## config.mk

```make
export PLATFORM = sky130hd
export DESIGN_NAME = control_unit
export DESIGN_NICKNAME = d
export VERILOG_FILES = /design/src/rtl/control_unit_pkg.sv /design/src/rtl/control_unit_decode.sv /design/src/rtl/control_unit.sv
export SDC_FILE = /design/constraint.sdc
export NUM_CORES = 1
export LEC_CHECK = 0
export BUFFER_PORTS_ARGS = -buffer_cell sky130_fd_sc_hd__buf_2
export CORE_UTILIZATION = 46
export CTS_CLUSTER_DIAMETER = 150
export DETAILED_ROUTE_END_ITERATION = 8
export PLACE_DENSITY = 0.85
export SLEW_MARGIN = 5
export SYNTH_ARGS = -nofsm -noshare
export SYNTH_HDL_FRONTEND = slang
export SYNTH_SLANG_ARGS = --single-unit
```

## constraint.sdc

```tcl
create_clock -name clk -period 3.09 [get_ports clk]
set_input_delay 0.618 -clock clk [delete_from_list [all_inputs] [get_ports clk]]
set_output_delay 0.618 -clock clk [all_outputs]
set_load 0.01 [all_outputs]
```

## src/rtl/control_unit_pkg.sv

```systemverilog
// -----------------------------------------------------------------------------
// control_unit_pkg
// Shared definitions for the multi-cycle core: word/opcode widths, opcode
// values, controller state encoding, ALU operation and operand-select
// encodings (the Datapath decodes the same values), the bundled control
// word driven by the controller, and small helpers for the execute-phase
// ALU setup.
// -----------------------------------------------------------------------------
package control_unit_pkg;

    localparam int SIZE_WORD = 16;
    localparam int OP_W      = 4;

    // Opcode values found in inst[SIZE_WORD-1 -: OP_W]; 4'hA..4'hE are illegal.
    localparam logic [OP_W-1:0] OPC_ADD  = 4'h0;
    localparam logic [OP_W-1:0] OPC_ADC  = 4'h1;
    localparam logic [OP_W-1:0] OPC_SUB  = 4'h2;
    localparam logic [OP_W-1:0] OPC_AND  = 4'h3;
    localparam logic [OP_W-1:0] OPC_OR   = 4'h4;
    localparam logic [OP_W-1:0] OPC_ADDI = 4'h5;
    localparam logic [OP_W-1:0] OPC_LD   = 4'h6;
    localparam logic [OP_W-1:0] OPC_ST   = 4'h7;
    localparam logic [OP_W-1:0] OPC_BEQ  = 4'h8;
    localparam logic [OP_W-1:0] OPC_JMP  = 4'h9;
    localparam logic [OP_W-1:0] OPC_HALT = 4'hF;

    typedef enum logic [3:0] {
        S_FETCH    = 4'd0,
        S_DECODE   = 4'd1,
        S_EXEC_R   = 4'd2,
        S_EXEC_I   = 4'd3,
        S_WB       = 4'd4,
        S_MEM_ADDR = 4'd5,
        S_MEM_RD   = 4'd6,
        S_MEM_WR   = 4'd7,
        S_BRANCH   = 4'd8,
        S_JUMP     = 4'd9,
        S_HALT     = 4'd10
    } state_e;

    typedef enum logic [3:0] {
        ALU_ADD   = 4'd0,
        ALU_SUB   = 4'd1,
        ALU_AND   = 4'd2,
        ALU_OR    = 4'd3,
        ALU_PASSB = 4'd4
    } alu_op_e;

    typedef enum logic [1:0] {
        SRCA_PC   = 2'd0,
        SRCA_REG  = 2'd1,
        SRCA_ZERO = 2'd2
    } alu_src_a_e;

    typedef enum logic [1:0] {
        SRCB_REG   = 2'd0,
        SRCB_ONE   = 2'd1,
        SRCB_SEXT4 = 2'd2,
        SRCB_ZEXT4 = 2'd3
    } alu_src_b_e;

    typedef struct packed {
        logic       ir_write;
        logic       pc_write;
        logic       pc_write_cond;
        logic       mem_read;
        logic       mem_write;
        logic       reg_write;
        logic       pvs_write;
        alu_src_a_e alu_src_a;
        alu_src_b_e alu_src_b;
        alu_op_e    alu_op;
        logic       carry;
        logic       halted;
    } ctrl_t;

    // All enables low, ALU left at PC + regB with ADD.
    localparam ctrl_t CTRL_IDLE = '0;

    // ALU operation for the register-register group.
    function automatic alu_op_e rtype_alu_op(input logic [OP_W-1:0] opc);
        alu_op_e op;
        case (opc)
            OPC_ADD: op = ALU_ADD;
            OPC_ADC: op = ALU_ADD;
            OPC_SUB: op = ALU_SUB;
            OPC_AND: op = ALU_AND;
            OPC_OR:  op = ALU_OR;
            default: op = ALU_ADD;
        endcase
        return op;
    endfunction

    // ALU setup of the execute phase. Writeback re-derives it from the still
    // latched opcode so the ALU result stays stable while it is written.
    function automatic ctrl_t exec_ctrl(input logic [OP_W-1:0] opc,
                                        input logic            carry_flag);
        ctrl_t c;
        c = CTRL_IDLE;
        if (opc == OPC_ADDI) begin
            c.alu_src_a = SRCA_REG;
            c.alu_src_b = SRCB_SEXT4;
            c.alu_op    = ALU_ADD;
        end else begin
            c.alu_src_a = SRCA_REG;
            c.alu_src_b = SRCB_REG;
            c.alu_op    = rtype_alu_op(opc);
            c.carry     = (opc == OPC_ADC) ? carry_flag : 1'b0;
        end
        return c;
    endfunction

endpackage

```

## src/rtl/control_unit_decode.sv

```systemverilog
// -----------------------------------------------------------------------------
// control_unit_decode
// Combinational map from controller state, latched opcode, stored carry
// and memory handshake to the full control word.
//   state_i      current controller state
//   opcode_i     opcode field of the latched instruction register
//   carry_flag_i stored PVS carry bit (carry-in for ADC)
//   mem_ready_i  memory finishes the current access this cycle
//   quiet_i      first cycle after reset: force every output idle
//   ctrl_o       control word (enables, ALU selects, carry-in, halted)
// -----------------------------------------------------------------------------
module control_unit_decode
    import control_unit_pkg::*;
(
    input  state_e          state_i,
    input  logic [OP_W-1:0] opcode_i,
    input  logic            carry_flag_i,
    input  logic            mem_ready_i,
    input  logic            quiet_i,
    output ctrl_t           ctrl_o
);

    // Control word decode; everything defaults to idle first.
    always_comb begin
        ctrl_o = CTRL_IDLE;
        if (quiet_i) begin
            ctrl_o = CTRL_IDLE;
        end else begin
            case (state_i)
                S_FETCH: begin
                    ctrl_o.mem_read  = 1'b1;
                    ctrl_o.alu_src_a = SRCA_PC;
                    ctrl_o.alu_src_b = SRCB_ONE;
                    ctrl_o.alu_op    = ALU_ADD;
                    // IR and PC only move on the cycle the word arrives.
                    if (mem_ready_i) begin
                        ctrl_o.ir_write = 1'b1;
                        ctrl_o.pc_write = 1'b1;
                    end else begin
                        ctrl_o.ir_write = 1'b0;
                        ctrl_o.pc_write = 1'b0;
                    end
                end
                S_DECODE: begin
                    ctrl_o = CTRL_IDLE;
                end
                S_EXEC_R, S_EXEC_I: begin
                    ctrl_o = exec_ctrl(opcode_i, carry_flag_i);
                end
                S_WB: begin
                    ctrl_o           = exec_ctrl(opcode_i, carry_flag_i);
                    ctrl_o.reg_write = 1'b1;
                    ctrl_o.pvs_write = 1'b1;
                end
                S_MEM_ADDR: begin
                    ctrl_o.alu_src_a = SRCA_REG;
                    ctrl_o.alu_src_b = SRCB_ZEXT4;
                    ctrl_o.alu_op    = ALU_ADD;
                end
                S_MEM_RD: begin
                    // Loaded data lands in the register file; flags untouched.
                    ctrl_o.mem_read  = 1'b1;
                    ctrl_o.reg_write = mem_ready_i;
                end
                S_MEM_WR: begin
                    ctrl_o.mem_write = 1'b1;
                end
                S_BRANCH: begin
                    // regA - regB sets zero; the Datapath gates PCWriteCond with it.
                    ctrl_o.alu_src_a     = SRCA_REG;
                    ctrl_o.alu_src_b     = SRCB_REG;
                    ctrl_o.alu_op        = ALU_SUB;
                    ctrl_o.pc_write_cond = 1'b1;
                end
                S_JUMP: begin
                    ctrl_o.pc_write  = 1'b1;
                    ctrl_o.alu_src_a = SRCA_ZERO;
                    ctrl_o.alu_src_b = SRCB_SEXT4;
                    ctrl_o.alu_op    = ALU_ADD;
                end
                S_HALT: begin
                    ctrl_o.halted = 1'b1;
                end
                default: begin
                    ctrl_o = CTRL_IDLE;
                end
            endcase
        end
    end

endmodule

```

## src/rtl/control_unit.sv

```systemverilog
// -----------------------------------------------------------------------------
// control_unit
// Multi-cycle control FSM sitting beside the Datapath. One state per cycle:
// FETCH, DECODE, then EXEC_R/EXEC_I + WB, MEM_ADDR + MEM_RD/MEM_WR, BRANCH,
// JUMP or HALT. With memory ready immediately: R/I-type 4 cycles, LD and ST
// 4, BEQ/JMP 3; every memory wait cycle adds one. Outputs are decoded from
// the state register and the latched instruction; FETCH and MEM_RD also
// qualify their write enables with mem_ready.
// Ports:
//   clk, reset       clock; synchronous active-high reset
//   inst             instruction register contents from the Datapath
//   zero             ALU zero (consumed by the Datapath's PCWriteCond gate)
//   carry_flag       stored PVS carry, ALU carry-in for ADC
//   mem_ready        memory completes the current access this cycle
//   IRWriteEn .. PVSWriteEn   write enables / memory requests
//   ALUSrcA, ALUSrcB, ALUOp, carry   ALU controls
//   halted           core stopped; only reset leaves HALT
// -----------------------------------------------------------------------------
module control_unit
    import control_unit_pkg::*;
(
    input  logic                 clk,
    input  logic                 reset,
    input  logic [SIZE_WORD-1:0] inst,
    input  logic                 zero,
    input  logic                 carry_flag,
    input  logic                 mem_ready,
    output logic                 IRWriteEn,
    output logic                 PCWriteEn,
    output logic                 PCWriteCond,
    output logic                 MemRead,
    output logic                 MemWrite,
    output logic                 RegWriteEn,
    output logic                 PVSWriteEn,
    output logic [1:0]           ALUSrcA,
    output logic [1:0]           ALUSrcB,
    output logic [3:0]           ALUOp,
    output logic                 carry,
    output logic                 halted
);

    state_e          state_q;
    state_e          state_d;
    logic            quiet_q;
    logic [OP_W-1:0] opcode_s;
    ctrl_t           ctrl_s;
    logic            unused_s;

    assign opcode_s = inst[SIZE_WORD-1 -: OP_W];

    // Operand fields and the zero flag are used by the Datapath, not here.
    assign unused_s = ^{inst[SIZE_WORD-OP_W-1:0], zero};

    // State register. quiet_q marks the reset state: the cycle after reset
    // is sampled sits in FETCH with every output low, so an aborted memory
    // access is dropped before a new fetch is requested.
    always_ff @(posedge clk) begin
        if (reset) begin
            state_q <= S_FETCH;
            quiet_q <= 1'b1;
        end else begin
            state_q <= state_d;
            quiet_q <= 1'b0;
        end
    end

    // Next-state logic.
    always_comb begin
        state_d = state_q;
        if (quiet_q) begin
            state_d = S_FETCH;
        end else begin
            case (state_q)
                S_FETCH:    state_d = mem_ready ? S_DECODE : S_FETCH;
                S_DECODE: begin
                    case (opcode_s)
                        OPC_ADD, OPC_ADC, OPC_SUB,
                        OPC_AND, OPC_OR:           state_d = S_EXEC_R;
                        OPC_ADDI:                  state_d = S_EXEC_I;
                        OPC_LD, OPC_ST:            state_d = S_MEM_ADDR;
                        OPC_BEQ:                   state_d = S_BRANCH;
                        OPC_JMP:                   state_d = S_JUMP;
                        OPC_HALT:                  state_d = S_HALT;
                        default:                   state_d = S_FETCH;
                    endcase
                end
                S_EXEC_R:   state_d = S_WB;
                S_EXEC_I:   state_d = S_WB;
                S_WB:       state_d = S_FETCH;
                S_MEM_ADDR: state_d = (opcode_s == OPC_LD) ? S_MEM_RD : S_MEM_WR;
                S_MEM_RD:   state_d = mem_ready ? S_FETCH : S_MEM_RD;
                S_MEM_WR:   state_d = mem_ready ? S_FETCH : S_MEM_WR;
                S_BRANCH:   state_d = S_FETCH;
                S_JUMP:     state_d = S_FETCH;
                S_HALT:     state_d = S_HALT;
                default:    state_d = S_FETCH;
            endcase
        end
    end

    control_unit_decode u_decode (
        .state_i      (state_q),
        .opcode_i     (opcode_s),
        .carry_flag_i (carry_flag),
        .mem_ready_i  (mem_ready),
        .quiet_i      (quiet_q),
        .ctrl_o       (ctrl_s)
    );

    assign IRWriteEn   = ctrl_s.ir_write;
    assign PCWriteEn   = ctrl_s.pc_write;
    assign PCWriteCond = ctrl_s.pc_write_cond;
    assign MemRead     = ctrl_s.mem_read;
    assign MemWrite    = ctrl_s.mem_write;
    assign RegWriteEn  = ctrl_s.reg_write;
    assign PVSWriteEn  = ctrl_s.pvs_write;
    assign ALUSrcA     = ctrl_s.alu_src_a;
    assign ALUSrcB     = ctrl_s.alu_src_b;
    assign ALUOp       = ctrl_s.alu_op;
    assign carry       = ctrl_s.carry;
    assign halted      = ctrl_s.halted;

endmodule

```

==> results of run 1 <==
kinds of logic (layout without fill, tap and decap cells):
| logic type | Yosys count | count (layout) |
|---|---|---|
| other cells | 1 | 2 |
| buf+inv | 13 | 27 |
| flops | 5 | 5 |
| simple gates | 54 | 54 |
| compound gates | 21 | 21 |
| xor+xnor | 3 | 3 |
cell type report:
class                   count  share of cell area [%]
multi-input cells          80                   64.74
inverters                   1                  0.5111
repair buffers             22                   14.99
flip-flops and latches      5                   13.63
well taps                  15                   2.555
clock buffers               4                   3.578
flip-flops by register name, summed over array words and instances, names as in the netlist:
name and flops:
state_q 4, quiet_q 1
worst max path at each step:
stage | start | to | slack [ns]
6_report | state_q[2] | RegWriteEn | 0.71
4_1_cts | state_q[2] | RegWriteEn | 0.70
3_3_place_gp | inst[14] | ALUSrcB[1] | 0.80
3_5_place_dp | inst[14] | ALUSrcB[1] | 0.77
2_1_floorplan | inst[15] | ALUSrcB[1] | 0.92
5_1_grt | state_q[3] | ALUSrcB[1] | 0.56
layer usage:
layer,GRT usage [%],routed length [um],up-vias
met5,0,0,-
met4,9.167,23,0
met3,3.333,77,2
met2,39.29,733,33
met1,26.32,681,317
li1,-,-,374
metrics by stage:
stage | setup WS [ns] | area [um^2] | util [%] | std cells | hold WS [ns]
3_5_place_dp | 0.7721 | 708.2 | 52.46 | 123 | 0.7402
2_1_floorplan | 0.9185 | 689.4 | - | 98 | 0.6040
3_3_place_gp | 0.8007 | 708.2 | 52.46 | 123 | 0.7377
5_1_grt | 0.5589 | 734.5 | 54.40 | 127 | 0.4826
4_1_cts | 0.7011 | 734.5 | 54.40 | 127 | 0.4840
6_report | 0.7060 | 734.5 | 54.40 | 127 | 0.4932
power by group through the flow:
stage	clock (W)	sequential [W]	combinational [W]
after floorplan	0	0.0000687	0.0000372
after global placement	0	0.0000740	0.0000375
after detailed placement	0	0.0000742	0.0000387
after CTS	0.0000836	0.0000730	0.0000389
after global routing	0.0000887	0.0000738	0.0000442
final	0.0000810	0.0000731	0.0000387
layout by cell type (no fill, tap or decap), types with 2 or more instances in the layout:
| cell | n |
|---|---|
| buf_2 | 22 |
| a21oi_1 | 8 |
| nor2_1 | 8 |
| nor3_1 | 7 |
| nand2_1 | 7 |
| nor4_1 | 6 |
| nor2b_1 | 6 |
| o21ai_0 | 5 |
| dfxtp_1 | 5 |
| nand2b_1 | 4 |
| nand3_1 | 3 |
| clkbuf_4 | 3 |
| xor2_1 | 2 |
| nand3b_1 | 2 |
| o21ai_1 | 2 |
| conb_1 | 2 |
==> reports/qor.yml, run 1 <==
status: "finished clean"
ys_ff_latch: 5
setup_tns_ns: 0
synth.distinct_cells: 38
power_density_nw_per_um2: 262.4
postCtsHoldBufs: 0
grt_max_degree: 23
ant_nets: 0
worst-r2r-cell-count: 4
grt_usage_pct: 22.27
maxCapViolations: 0
rrSetupSlack_ns: 1.40
grt_pass1_vias: 604
synth_simple_gate_area_share_pct: 46.35
synth_common_cells: "a21oi_1, nor2_1, nand2_1, nor3_1"
path_max_fanout: 15
finalHoldViolations: 0
reg2reg_from: "state_q[0]"
cpMaxStageDelayCell: "dfxtp_1"
io_pins: 38
postCtsSetupBuffers: 0
peakVddDrop_mv: 0.1190
hold-path-endpoint: "quiet_q"
synthMuxAreaShare_pct: 0
regToRegEndpoint: "state_q[2]"
p_comb_share_pct: 20.1
tightestPinTransition_ns: 0.6561
synth_top_family_by_area: "simple AND/OR/NAND/NOR gates"
core_area_um2: 1350
via_per_inst: 5.717
die_x_um: 40.61
drc: 0
post-route-period-util_pct: 77.15
yosys.area.top_type_share_pct: 14.60
first_pass_iters: 4
worstSkewPairLatency_ns: 0.25
yosys.area.top_type: "dfxtp_1"
cts_sinks: 5
power.internal_w: 0.0001330
nets: 134
overflow: 0
seqPwrFrac_pct: 37.9
synth_compound_area_share_pct: 18.07
required_ns: 2.47
ys_warn_count: 0
cp.depth: 3
cp_data_arrival_time_ns: 1.77
htreeDepth: 1
synthXorXnorAreaFrac_pct: 3.832
routed_wl_mm: 1.516
areaGrowthSynthToFinish_pct: 7.117
worstPathCellList: "nand2b_1 -> a2111oi_0 -> buf_2"
synth_ff_type: "dfxtp_1"
routabilityCongestion: 0.7720
ys_seq_area_share_pct: 14.60
crit_family: "flip-flops"
power.total_w: 0.0001927
register_area_um2: 100.1
end_kind: "output port"
synth_edf_count: 0
worstHoldStart: "reset"
grt_setup_unrepaired: "false"
cts_resized: 0
cts.reportedPaths.clkPinSlew_ns: 0.05
antenna_cells: 0
fmax_mhz: 419.5
grt_pass1_wl_mm: 2.442
netlist_area_um2: 685.7
pwr-share-clk_pct: 42.0
antenna_found_initial: 0
avgRoutedWirePerCell_um: 11.94
setup_viol: 0
drt_iter0_drc: 9
syn-instance-count: 97
cts_buffers: 3
critPathBufInv: 1
relSlewSlack_pct: 56.20
multiInputGateArea_um2: 475.5
cts_tree: "done"
start_util_pct: 50.79
fp-row-count: 13
drive_gt1_share_pct: 26.79
die_h_um: 40.61
clock_path_buffers: 2
die-area_um2: 1649
portBuffers: 22
skew_ns: 0.003761
post-route-min-period_ns: 2.384
hold_path_depth: 1
critPathMaxStageDelay_ns: 0.61
cts_root_buffer: "clkbuf_4"
net-switching-power_w: 0.00005973
crit_path_start_kind: "flop"
worstHoldPathType: "in2reg"
ys_async_sr_fraction_pct: 0
p_sw_share_pct: 30.99
synth_area_leaders: "dfxtp_1, clkbuf_8, a21oi_1, nor2b_1, nor4_1"
num_vias: 726
cellLeakagePower_nw: 0.3107
synth_fa_ha_area_share_pct: 0
hpwlAfterDp_mm: 1.091
fillerInstances: 144
slew_violations: 0
path_class: "reg2out"
syn_area_per_cell_um2: 7.069
(Power assumes the default switching activity.)
==> inputs of run 2 (changes only) <==
Settings changed: CORE_UTILIZATION 46 to 43, PLACE_DENSITY 0.85 to 0.8.
Clock period 3.09 ns to 2.4 ns, I/O delays scaled along.
==> run 2 against run 1 <==
Effect of this change:
- via count down 1.5%
- flip-flop and latch count unchanged
- wire length fell by 8.0%
- non-clock buffer count unchanged
- hold slack got worse by 0.13 ns
- first-iteration DRC count is 56% higher
- largest power group unchanged
==> reports/qor.yml, run 2 (synthesis gave the netlist of run 1 again) <==
skew_ns: 0.002385  # -0.001376 ns
reg_top3: "state_q: 4 flops, quiet_q: 1 flops"
htreeDepth: 1  # unchanged
drt_iter0_drc: 14  # +5
io_pins: 38  # unchanged
critPathBufInv: 1  # unchanged
grt_pass1_vias: 526  # -13%
grt_pass1_wl_mm: 2.311  # -5.4%
relSlewSlack_pct: 57.92  # +1.7 points
grt_max_degree: 23  # unchanged
pwr-share-clk_pct: 39.7  # -2.3 points
routed_wl_mm: 1.394  # -8.0%
setup_tns_ns: 0  # unchanged
cts_sinks: 5  # unchanged
worstSkewPairLatency_ns: 0.24  # about the same
startpoint: "state_q[3]"
die-area_um2: 1758  # +6.6%
postCtsHoldBufs: 0  # unchanged
antenna_cells: 0  # unchanged
core_area_um2: 1489  # +10%
finalHoldViolations: 0  # unchanged
cp.depth: 5  # +2
nets: 134  # unchanged
setup_viol: 0  # unchanged
num_vias: 715  # -1.5%
die_h_um: 41.93  # +3.3%
cts_tree: "done"
path_max_fanout: 16  # +1
grt_most_used_layer: "met1"
post-route-min-period_ns: 2.205
cp_data_arrival_time_ns: 1.73  # -0.04 ns
first_pass_iters: 4  # unchanged
end_kind: "output port"
cts_root_buffer: "clkbuf_4"
met2_usage_pct: 23.44  # -16 points
grt_use_met1_pct: 25.00  # -1.3 points
routabilityCongestion: 0.8041  # +4.2%
worst-r2r-cell-count: 4  # unchanged
reg2reg_from: "state_q[0]"
cts_resized: 0  # unchanged
power_density_nw_per_um2: 323.6  # +23%
path_class: "reg2out"
cpMaxStageDelayCell: "dfxtp_1"
grt_usage_pct: 16.53  # -5.7 points
seqPwrFrac_pct: 39.5  # +1.6 points
net-switching-power_w: 0.00006724  # +13%
regToRegEndpoint: "state_q[2]"
portBuffers: 22  # unchanged
post-route-period-util_pct: 91.89
peakVddDrop_mv: 0.3202  # +170%
die_x_um: 41.93  # +3.3%
avgRoutedWirePerCell_um: 10.89  # -8.8%
regMostFlops: "state_q"
largest_reg_flops: 4  # unchanged
drc: 0  # unchanged
antenna_found_initial: 0  # unchanged
fp-row-count: 14  # +1
endpoint: "ALUSrcB[1]"
rrSetupSlack_ns: 0.74  # -0.66 ns
crit_path_start_kind: "flop"
met3_usage_pct: 3.913  # +0.58 points
slew_violations: 0  # unchanged
worstHoldPathType: "in2reg"
ant_nets: 0  # unchanged
areaGrowthSynthToFinish_pct: 7.299
whs_ns: 0.3646  # -0.1286 ns
hpwlAfterDp_mm: 1.013  # -7.2%
fmax_mhz: 453.4
start_util_pct: 46.05  # -4.7 points
drive_gt1_share_pct: 26.79  # unchanged
postCtsSetupBuffers: 0  # unchanged
cts_buffers: 3  # unchanged
tightestPinTransition_ns: 0.6303  # -0.02579 ns
layout_commonest_cell: "buf_2"
final_cell_mix: "buf_2, a21oi_1, nor2_1"
clock_path_buffers: 2  # unchanged
required_ns: 1.92  # -0.55 ns
p_comb_share_pct: 20.8  # +0.7 points
power.internal_w: 0.0001708  # +28%
finish.utilization_pct: 49.41  # -5.0 points
crit_family: "flip-flops"
maxCapViolations: 0  # unchanged
p_sw_share_pct: 28.24  # -2.7 points
overflow: 0  # unchanged
cts.reportedPaths.clkPinSlew_ns: 0.04  # about the same
worstPathCellList: "nor2b_1 -> o21ai_0 -> a21o_1 -> a21oi_1 -> buf_2"
critPathMaxStageDelay_ns: 0.62  # about the same
cellLeakagePower_nw: 0.3107  # unchanged
grt_setup_unrepaired: "false"
status: "finished clean"
via_per_inst: 5.586  # -2.3%
-- run 2: per-layer routing --
layer  share of wire, %  vias to the layer above  routed length [um]
met5                  0                        -                   0
met4                  0                        0                   0
met3                3.7                        0                  52
met2                 46                       19                 638
met1                 51                      321                 704
li1                   -                      375                   -
-- run 2: cell type report --
cell class	instances	area [um^2]
repair buffers	22	110.1
multi-input cells	80	475.5
fillers	160	753.2
well taps	16	20.02
clock buffers	4	26.28
flip-flops and latches	5	100.1
inverters	1	3.754
-- run 2: worst min-delay path by stage --
stage           from      end  slack [ns]  cells past startpoint
3_5_place_dp   reset  quiet_q        0.60                      1
2_1_floorplan  reset  quiet_q        0.51                      0
5_1_grt        reset  quiet_q        0.36                      1
6_report       reset  quiet_q        0.36                      1
4_1_cts        reset  quiet_q        0.35                      1
3_3_place_gp   reset  quiet_q        0.60                      1
-- run 2: power by group through the flow --
stage	clock [W]	combinational [W]	sequential, W
4_1_cts	0.000101	0.0000494	0.0000940
3_5_place_dp	0	0.0000492	0.0000954
3_3_place_gp	0	0.0000483	0.0000954
2_1_floorplan	0	0.0000479	0.0000885
6_report	0.0000945	0.0000495	0.0000941
5_1_grt	0.000102	0.0000554	0.0000953
-- run 2: per-stage QoR --
stage	total power, W	instances	instance area (um^2)	setup slack, ns
after floorplan	0.0001363	98	689.4	0.5045
after global placement	0.0001437	124	709.4	0.3794
after detailed placement	0.0001447	124	709.4	0.3188
after CTS	0.0002445	128	735.7	0.1887
after global routing	0.0002525	128	735.7	0.03640
final	0.0002381	128	735.7	0.1946
==> inputs of run 3 (changes only) <==
Settings changed: CTS_BUF_LIST from default to sky130_fd_sc_hd__clkbuf_8 sky130_fd_sc_hd__clkbuf_16.
==> run 3 against run 2 <==
Effect of this change:
- combinational power barely moved
- total power increased by 23%
- setup slack gained 0.011 ns
- die area did not move
- sequential power hardly changed
- critical endpoint unchanged
- clock power grew 59%
- highest routed layer is now met4
- via count is 0.14% higher
- register-to-register slack is essentially flat
==> reports/qor.yml, run 3 (synthesis gave the netlist of run 1 again) <==
cellLeakagePower_nw: 0.3226  # +3.8%
grt_pass1_vias: 533  # +1.3%
areaGrowthSynthToFinish_pct: 10.04
path_class: "reg2out"
ant_nets: 0  # unchanged
reg2reg_from: "state_q[0]"
grt_max_degree: 23  # unchanged
finalHoldViolations: 0  # unchanged
peakVddDrop_mv: 0.2479  # -23%
slew_violations: 0  # unchanged
die_x_um: 41.93  # unchanged
cts_resized: 0  # unchanged
crit_path_start_kind: "flop"
first_pass_iters: 4  # unchanged
overflow: 0  # unchanged
worst-r2r-cell-count: 4  # unchanged
fmax_mhz: 455.7  # +0.49%
grt_pass1_wl_mm: 2.366  # +2.4%
relSlewSlack_pct: 58.00  # +0.085 points
post-route-min-period_ns: 2.195  # -0.01085 ns
power.total_w: 0.0002939  # +23%
io_pins: 38  # unchanged
worstHoldStart: "reset"
cpMaxStageDelayCell: "dfxtp_1"
antenna_found_initial: 0  # unchanged
via_per_inst: 5.594  # +0.14%
hpwlAfterDp_mm: 1.013  # unchanged
antenna_cells: 0  # unchanged
placed_cell_area_um2: 709.4  # unchanged
reg_top3: "state_q: 4 flops, quiet_q: 1 flops"
cts_root_buffer: "clkbuf_8"
final_area_um2: 754.5  # +2.6%
regToRegEndpoint: "state_q[2]"
largest_reg_flops: 4  # unchanged
core_area_um2: 1489  # unchanged
cts_sinks: 5  # unchanged
cp_data_arrival_time_ns: 1.71  # -0.02 ns
grt_setup_unrepaired: "false"
post-route-period-util_pct: 91.44  # -0.45 points
die-area_um2: 1758  # unchanged
final_cell_mix: "buf_2, a21oi_1, nor2_1"
grt_usage_pct: 17.25  # +0.72 points
hold-path-endpoint: "quiet_q"
cts_buffers: 3  # unchanged
drc: 0  # unchanged
path_max_fanout: 16  # unchanged
layout_commonest_cell: "buf_2"
drt_iter0_drc: 7  # -7
status: "finished clean"
critPathMaxStageDelay_ns: 0.63  # about the same
power_density_nw_per_um2: 389.6  # +20%
regMostFlops: "state_q"
htreeDepth: 1  # unchanged
end_kind: "output port"
hold_path_depth: 1  # unchanged
avgRoutedWirePerCell_um: 11.13  # +2.2%
setup_viol: 0  # unchanged
fillerInstances: 159  # -0.63%
postCtsSetupBuffers: 0  # unchanged
portBuffers: 22  # unchanged
postCtsHoldBufs: 0  # unchanged
rrSetupSlack_ns: 0.74  # about the same
finish.utilization_pct: 50.67  # +1.3 points
critPathBufInv: 1  # unchanged
tightestPinTransition_ns: 0.6291  # -0.001276 ns
num_vias: 716  # +0.14%
crit_family: "flip-flops"
worstPathCellList: "nor2b_1 -> o21ai_0 -> a21o_1 -> a21oi_1 -> buf_2"
skew_ns: 0.001826  # -0.0005588 ns
start_util_pct: 46.05  # unchanged
worstSkewPairLatency_ns: 0.22  # -0.02 ns
cts_tree: "done"
clock_path_buffers: 2  # unchanged
nets: 134  # unchanged
routabilityCongestion: 0.8041  # unchanged
required_ns: 1.92  # about the same
die_h_um: 41.93  # unchanged
fp-row-count: 14  # unchanged
routed_wl_mm: 1.424  # +2.2%
dp.cells: 124  # unchanged
fin_cells: 128  # unchanged
drive_gt1_share_pct: 26.79  # unchanged
cts.reportedPaths.clkPinSlew_ns: 0.03  # about the same
setup_tns_ns: 0  # unchanged
worstHoldPathType: "in2reg"
maxCapViolations: 0  # unchanged
run 3: how the worst max path moves through the flow:
stage	startpoint	endpoint	slack, ns	cells past startpoint
global route	state_q[3]	ALUSrcB[1]	0.06	5
finish	state_q[3]	ALUSrcB[1]	0.21	5
CTS	state_q[3]	ALUSrcB[1]	0.22	5
floorplan	inst[15]	ALUSrcB[1]	0.50	5
global placement	inst[14]	ALUSrcB[1]	0.38	6
detailed placement	inst[14]	ALUSrcB[1]	0.32	6
run 3: final cells by class:
type	count	area, um^2	share of cell area (%)
Multi-Input combinational cell	80	475.5	63.02
Clock inverter	1	3.754	0.4975
Sequential cell	5	100.1	13.27
Timing Repair Buffer	22	110.1	14.59
Clock buffer	3	41.29	5.473
Tap cell	16	20.02	2.653
Inverter	1	3.754	0.4975
run 3: worst register-to-register path: cells and delay by family, from the launching register on:
family	cells	cell delay (ns)
DFF	1	0.65
AOI/OAI and AO/OA	1	0.15
and+or+nand+nor	3	0.77
run 3: routing by layer:
metal | global-route usage (%) | wire, um | vias to the layer above
met1 | 25.54 | 707 | 320
met3 | 5.217 | 63 | 2
li1 | - | - | 373
met5 | 0 | 0 | -
met2 | 24.38 | 645 | 21
met4 | 3.871 | 8 | 0
run 3: where the power goes:
part	switching [W]	total (W)	internal (W)	leakage [nW]
Combinational	0.0000270	0.0000496	0.0000227	0.255
Clock	0.0000404	0.000150	0.000110	0.0269
Sequential	0.00000860	0.0000943	0.0000857	0.0408
run 3: through the flow:
step / setup slack [ns] / hold slack, ns
finish: 0.2055 / 0.3771
detailed placement: 0.3188 / 0.6019
global placement: 0.3794 / 0.5999
floorplan: 0.5045 / 0.5077
global route: 0.05935 / 0.3771
CTS: 0.2156 / 0.3746
